File: config.mk
export PLATFORM = sky130hd
export DESIGN_NAME = xsync_bus_rx
export DESIGN_NICKNAME = d
export VERILOG_FILES = /design/src/rtl/xsync_bus_rx.sv
export SDC_FILE = /design/constraint.sdc
export NUM_CORES = 1
export LEC_CHECK = 0
export BUFFER_PORTS_ARGS = -buffer_cell sky130_fd_sc_hd__buf_2
export CAP_MARGIN = 15
export CORE_AREA = 3 3 42 47
export CTS_CLUSTER_SIZE = 28
export DETAILED_ROUTE_END_ITERATION = 7
export DIE_AREA = 0 0 45 50
export PLACE_DENSITY = 0.69
export SKIP_CTS_REPAIR_TIMING = 1
export SLEW_MARGIN = 5
export SYNTH_ARGS = -nofsm -noshare
export SYNTH_HDL_FRONTEND = slang
export SYNTH_SLANG_ARGS = --single-unit
File: constraint.sdc
create_clock -name clk -period 1.8 [get_ports clk]
set_input_delay 0.27 -clock clk [delete_from_list [all_inputs] [get_ports clk]]
set_output_delay 0.27 -clock clk [all_outputs]
set_load 0.02 [all_outputs]
File: src/rtl/xsync_bus_rx.sv
// ---------------------------------------------------------------------------
// xsync_bus_rx
// Receive side of a two-phase (toggle) request/acknowledge bus crossing.
// Detects each toggle of the already-synchronized request, waits SETTLE
// cycles for the sender's quasi-static bus to settle, captures it, and
// offers it on a valid/ready interface. Completion is returned to the
// sender as a toggle on ack_tgl, driven straight from a flop so it can be
// synchronized in the sender's domain.
//
// Build option:
//   XSYNC_BUS_RX_BUF_EN undefined : single holding register; ack is returned
//                                   when the downstream accepts the word.
//   XSYNC_BUS_RX_BUF_EN defined   : 2-entry FIFO; ack is returned one cycle
//                                   after capture while a slot stays free,
//                                   otherwise after the pop that frees one.
// ---------------------------------------------------------------------------
module xsync_bus_rx #(
  parameter int DW     = 8,
  parameter int SETTLE = 1
) (
  input  logic          clk,
  input  logic          rstn,
  input  logic          req_sync,
  input  logic [DW-1:0] bus_d,
  output logic          ack_tgl,
  output logic          o_valid,
  output logic [DW-1:0] o_data,
  input  logic          o_ready,
  output logic          err
);

  typedef enum logic [1:0] {
    ST_IDLE,
    ST_SETTLE,
    ST_HOLD
  } state_t;

  localparam logic [1:0] SETTLE_CNT = 2'(SETTLE);

  logic       req_q;
  logic       req_edge;
  state_t     state;
  logic [1:0] cnt;

  // Previous request level, so every toggle shows up as a one-cycle edge.
  always_ff @(posedge clk or negedge rstn) begin
    if (!rstn) begin
      req_q <= 1'b0;
    end else begin
      // NOTE: state is updated with <= so every flop samples pre-edge values.
      req_q <= req_sync;
    end
  end

  assign req_edge = req_sync ^ req_q;

`ifndef XSYNC_BUS_RX_BUF_EN

  // Request FSM with single holding register; all outputs are flops.
  always_ff @(posedge clk or negedge rstn) begin
    if (!rstn) begin
      state   <= ST_IDLE;
      cnt     <= 2'd0;
      o_valid <= 1'b0;
      o_data  <= '0;
      ack_tgl <= 1'b0;
      err     <= 1'b0;
    end else begin
      err <= 1'b0;
      case (state)
        ST_IDLE: begin
          if (req_edge) begin
            cnt <= SETTLE_CNT;
            if (SETTLE == 0) begin
              // No settle time: the bus is taken at the detecting edge.
              o_data  <= bus_d;
              o_valid <= 1'b1;
              state   <= ST_HOLD;
            end else begin
              state <= ST_SETTLE;
            end
          end
        end
        ST_SETTLE: begin
          // A second toggle here is a sender error; it is dropped.
          if (req_edge) err <= 1'b1;
          cnt <= cnt - 2'd1;
          if (cnt == 2'd1) begin
            o_data  <= bus_d;
            o_valid <= 1'b1;
            state   <= ST_HOLD;
          end
        end
        ST_HOLD: begin
          if (req_edge) err <= 1'b1;
          if (o_valid && o_ready) begin
            ack_tgl <= ~ack_tgl;
            o_valid <= 1'b0;
            state   <= ST_IDLE;
          end
        end
        default: begin
          state <= ST_IDLE;
        end
      endcase
    end
  end

`else

  logic [DW-1:0] fifo_mem [2];
  logic          wr_ptr;
  logic          rd_ptr;
  logic [1:0]    count;
  logic [1:0]    count_nxt;
  logic          ack_due;
  logic          ack_hold;
  logic          push;
  logic          pop;
  logic          new_due;

  // Capture decode: a capture is a FIFO push.
  always_comb begin
    // NOTE: default first so no path leaves push unassigned (no latch).
    push = 1'b0;
    if (state == ST_IDLE && req_edge && !ack_hold && (SETTLE == 0)) push = 1'b1;
    if (state == ST_SETTLE && cnt == 2'd1)                         push = 1'b1;
  end

  assign pop       = o_valid & o_ready;
  assign count_nxt = count + {1'b0, push} - {1'b0, pop};
  // Ack goes out next cycle if a slot remains, or once a held ack is freed.
  assign new_due   = (push && count_nxt <= 2'd1) || (pop && ack_hold);

  // Request FSM: waits out the settle time, refuses edges while ack is held.
  always_ff @(posedge clk or negedge rstn) begin
    if (!rstn) begin
      state <= ST_IDLE;
      cnt   <= 2'd0;
      err   <= 1'b0;
    end else begin
      err <= 1'b0;
      case (state)
        ST_IDLE: begin
          if (req_edge) begin
            if (ack_hold) begin
              err <= 1'b1;
            end else if (SETTLE != 0) begin
              cnt   <= SETTLE_CNT;
              state <= ST_SETTLE;
            end
          end
        end
        ST_SETTLE: begin
          if (req_edge) err <= 1'b1;
          cnt <= cnt - 2'd1;
          if (cnt == 2'd1) state <= ST_IDLE;
        end
        default: begin
          state <= ST_IDLE;
        end
      endcase
    end
  end

  // Two-entry FIFO; cannot overflow because a full FIFO always holds the ack.
  always_ff @(posedge clk or negedge rstn) begin
    if (!rstn) begin
      // NOTE: storage is reset here only because o_data must read 0 in reset.
      for (int i = 0; i < 2; i++) fifo_mem[i] <= '0;
      wr_ptr <= 1'b0;
      rd_ptr <= 1'b0;
      count  <= 2'd0;
    end else begin
      if (push) begin
        fifo_mem[wr_ptr] <= bus_d;
        wr_ptr           <= ~wr_ptr;
      end
      if (pop) rd_ptr <= ~rd_ptr;
      count <= count_nxt;
    end
  end

  // Acknowledge generation: immediate-next-cycle or deferred until a pop.
  always_ff @(posedge clk or negedge rstn) begin
    if (!rstn) begin
      ack_tgl  <= 1'b0;
      ack_due  <= 1'b0;
      ack_hold <= 1'b0;
    end else begin
      ack_tgl <= ack_tgl ^ ack_due;
      ack_due <= new_due;
      if (push && count_nxt == 2'd2) begin
        ack_hold <= 1'b1;
      end else if (pop && ack_hold) begin
        ack_hold <= 1'b0;
      end
    end
  end

  assign o_valid = (count != 2'd0);
  assign o_data  = fifo_mem[rd_ptr];

`endif

endmodule

==> reports/qor.txt <==
FF+latch count, synth -> 16
Tcrit/Tclk final -> 94.97%
Antenna diodes -> 0
crit start category -> flip-flop
first-pass GRT wire length -> 1787 µm
Avg Cell Area, Syn -> 13.72 µm²
Critical Path RT -> 1.98 ns
area grow syn2layout -> 24.44%
Vias -> 481
starting density of the core -> 46.11%
Routed Antenna Nets -> 0
CP max stage delay -> 0.42 ns
antenna violations before repair -> 0
Die Y -> 50 µm
Cell variety after synth -> 17
clk buf depth -> 2
total gr overflow -> 0
number of synthesized flops with an enable pin -> 0
PortBufs -> 22
vias in the first global route -> 448
CP bufs+invs -> 1
Worst setup EP type -> flip-flop
Clk pin slew, worst setup/hold paths -> 0.09 ns
core area -> 1577 µm²
Sink Count -> 16
share of layout cells above drive strength 1 -> 47.50%
final count of pins violating max slew -> 0
# IOs -> 23
Crit Path Max Fanout -> 4
pwr dens -> 1861 nW/µm²
Post-DP HPWL -> 895.4 µm
Synth Area in Adders -> 12.05%
CP max stage cell -> a222oi_1
Setup CP Type -> reg -> reg
Hold Path Class -> in -> reg
Final Skew -> 0.001855 ns
Skew-Pair Late Insertion Delay -> 0.29 ns
largest family of logic cells by synthesized area -> multiplexers
outcome -> finished, final reports clean
Pint -> 1.037 mW
Post-Place Cells -> 92
largest cells by area after synthesis -> dfrtp_1, mux2_2, ha_1
Comb pwr share -> 48.8%
Max Clk Rate -> 585.0 MHz
H-tree depth -> 1
commonest cells in the netlist -> dfrtp_1, mux2_2, ha_1, inv_1, nand2_1
post-synthesis xor/xnor area fraction -> 2.410%
final setup violation count -> 0
CP delay by family, top -> compound AO/OA/AOI/OAI gates
worst slack at placement -> 0.1440 ns
Clock power frac -> 14.1%
Pre-Repair DR Iteration Count -> 4
Post-synth top flop -> dfrtp_1
switching share of total power -> 38.39%
DRT Wirelength -> 1247 µm
Setup TNS -> 0 ns
cell accounting for the most synthesized area -> dfrtp_1
Detailed Route Iter0 Violations -> 6
Post-Synth Simple-Gate Area -> 4.819%
hold_ws -> 0.1080 ns
Slew @ Worst Pin -> 0.4463 ns
WL per Instance -> 12.86 µm
Post-Synthesis Cell Area -> 726.9 µm²
Synthesis Warnings -> 0
TritonCTS Buffers -> 3
residual DRC count -> 0
crit path cell chain -> inv_1 -> ha_1 -> a222oi_1 -> mux2_2
final cell count without fillers -> 97
maximum vdd ir drop -> 0.9089 mV
Clk Tree Root Cell -> clkbuf_4
sequential power share -> 37.0%
# nets final -> 100
post-route minimum period -> 1.709 ns
Via-to-Cell Ratio -> 4.959
max_slew headroom -> 70.25%
Synth async-reset ratio -> 100.0%
compound-cell area share of the yosys netlist -> 6.713%
mux cell area share after synthesis -> 16.87%
Leak -> 0.4570 nW
GRT Overall Usage -> 10.82%
DIE AREA -> 2250 µm²
TritonCTS clock tree -> done
largest net degree at the start of global routing -> 17
Placer Congestion -> 0.7922
Fin. Hold Viols -> 0
Worst EP arrival -> 1.89 ns
max-cap viol count -> 0
Psw -> 646.2 µW
Gate Count Post-Synth -> 53
Rows -> 15
Setup WS post-layout -> 0.09062 ns
top-count cell post-synth -> dfrtp_1
Die X-Extent -> 45 µm
sequential area share after synthesis -> 55.08%
Synth top area share -> 55.08%
unrepaired setup endpoints after global routing -> false
Mapped Nets -> 72
registers in the layout, indices dropped and copies added, names as in the netlist:
register	flops
o_valid	1
o_data	8
cnt	2
err	1
req_q	1
ack_tgl	1
state	2
worst paths after layout:
| path | startpoint | end | slack [ns] | cells past startpoint |
|---|---|---|---|---|
| hold reg to reg | ack_tgl$_DFFE_PN0P_ | ack_tgl$_DFFE_PN0P_ | 0.48 | 1 |
| setup / recovery | state[0]$_DFFE_PN0P_ | state[0]$_DFFE_PN0P_ | 0.09 | 4 |
| min in group asynchronous | rstn | o_data[2]$_DFFE_PN0P_ | 0.45 | 2 |
| hold / removal | req_sync | req_q$_DFF_PN0_ | 0.11 | 1 |
| setup reg to reg | state[0]$_DFFE_PN0P_ | state[0]$_DFFE_PN0P_ | 0.09 | 4 |
| max in group asynchronous | rstn | cnt[1]$_DFFE_PN0P_ | 1.09 | 2 |
area by class of cell:
class                      instances  area, µm²
multi-input combinational         33      311.5
timing repair buffer              23      120.1
sequential                        16      400.4
inverter                           4      15.01
clock buffer                       4      36.28
tap                               17      21.27
fill                             135      671.9
worst register-to-register path: cells and delay by family, from the launching register on:
family                   cells  cell delay (ns)
adder cells (fa/ha/maj)      1             0.25
multiplexers                 1             0.39
buffers and inverters        1             0.12
AO/OA/AOI/OAI                1             0.42
flip-flops                   1             0.41
through the flow:
step	total power, mW	area, µm²	util (%)
after floorplan	1.225	726.9	-
after global placement	1.442	858.3	54.44
after detailed placement	1.457	858.3	54.44
after CTS	1.702	894.6	56.75
after global routing	1.797	904.6	57.38
final	1.683	904.6	57.38
power groups by stage:
stage | logic, mW | registers, mW | clock network, mW
5_1_grt | 0.896 | 0.641 | 0.261
2_1_floorplan | 0.438 | 0.787 | 0
3_5_place_dp | 0.826 | 0.632 | 0
4_1_cts | 0.829 | 0.625 | 0.248
6_report | 0.822 | 0.624 | 0.238
3_3_place_gp | 0.817 | 0.625 | 0
cells in the final DEF, fill, tap and decap left out, drive strengths merged:
| cell type | n |
|---|---|
| mux2 | 10 |
| dlygate4sd3 | 1 |
| a222oi | 1 |
| and2b | 1 |
| nand2b | 1 |
| a21o | 1 |
| clkbuf | 4 |
| xnor2 | 2 |
| inv | 4 |
| nor2 | 1 |
| a21boi | 1 |
| nand2 | 3 |
| nand3 | 1 |
| a22o | 1 |
| o2bb2ai | 1 |
| a21oi | 1 |
| ha | 7 |
| dfrtp | 16 |
| mux2i | 1 |
| buf | 22 |
per-layer routing:
metal | share of wire, % | global-route usage, % | wire length [µm] | vias to the layer above
met5 | 0 | 0 | 0 | -
met4 | 2.2 | 7.317 | 27 | 0
met3 | 4.3 | 2.190 | 54 | 4
met2 | 52 | 20.05 | 653 | 9
met1 | 41 | 9.795 | 511 | 228
li1 | - | - | - | 240
cell families after synthesis:
| logic type | Yosys count |
|---|---|
| adders and majority gates | 7 |
| xor gates and xnor gates | 2 |
| muxes | 11 |
| buffers and inverters | 4 |
| AOI/OAI and AO/OA | 6 |
| and+or+nand+nor | 7 |
| DFF | 16 |
(Power assumes the default switching activity.)
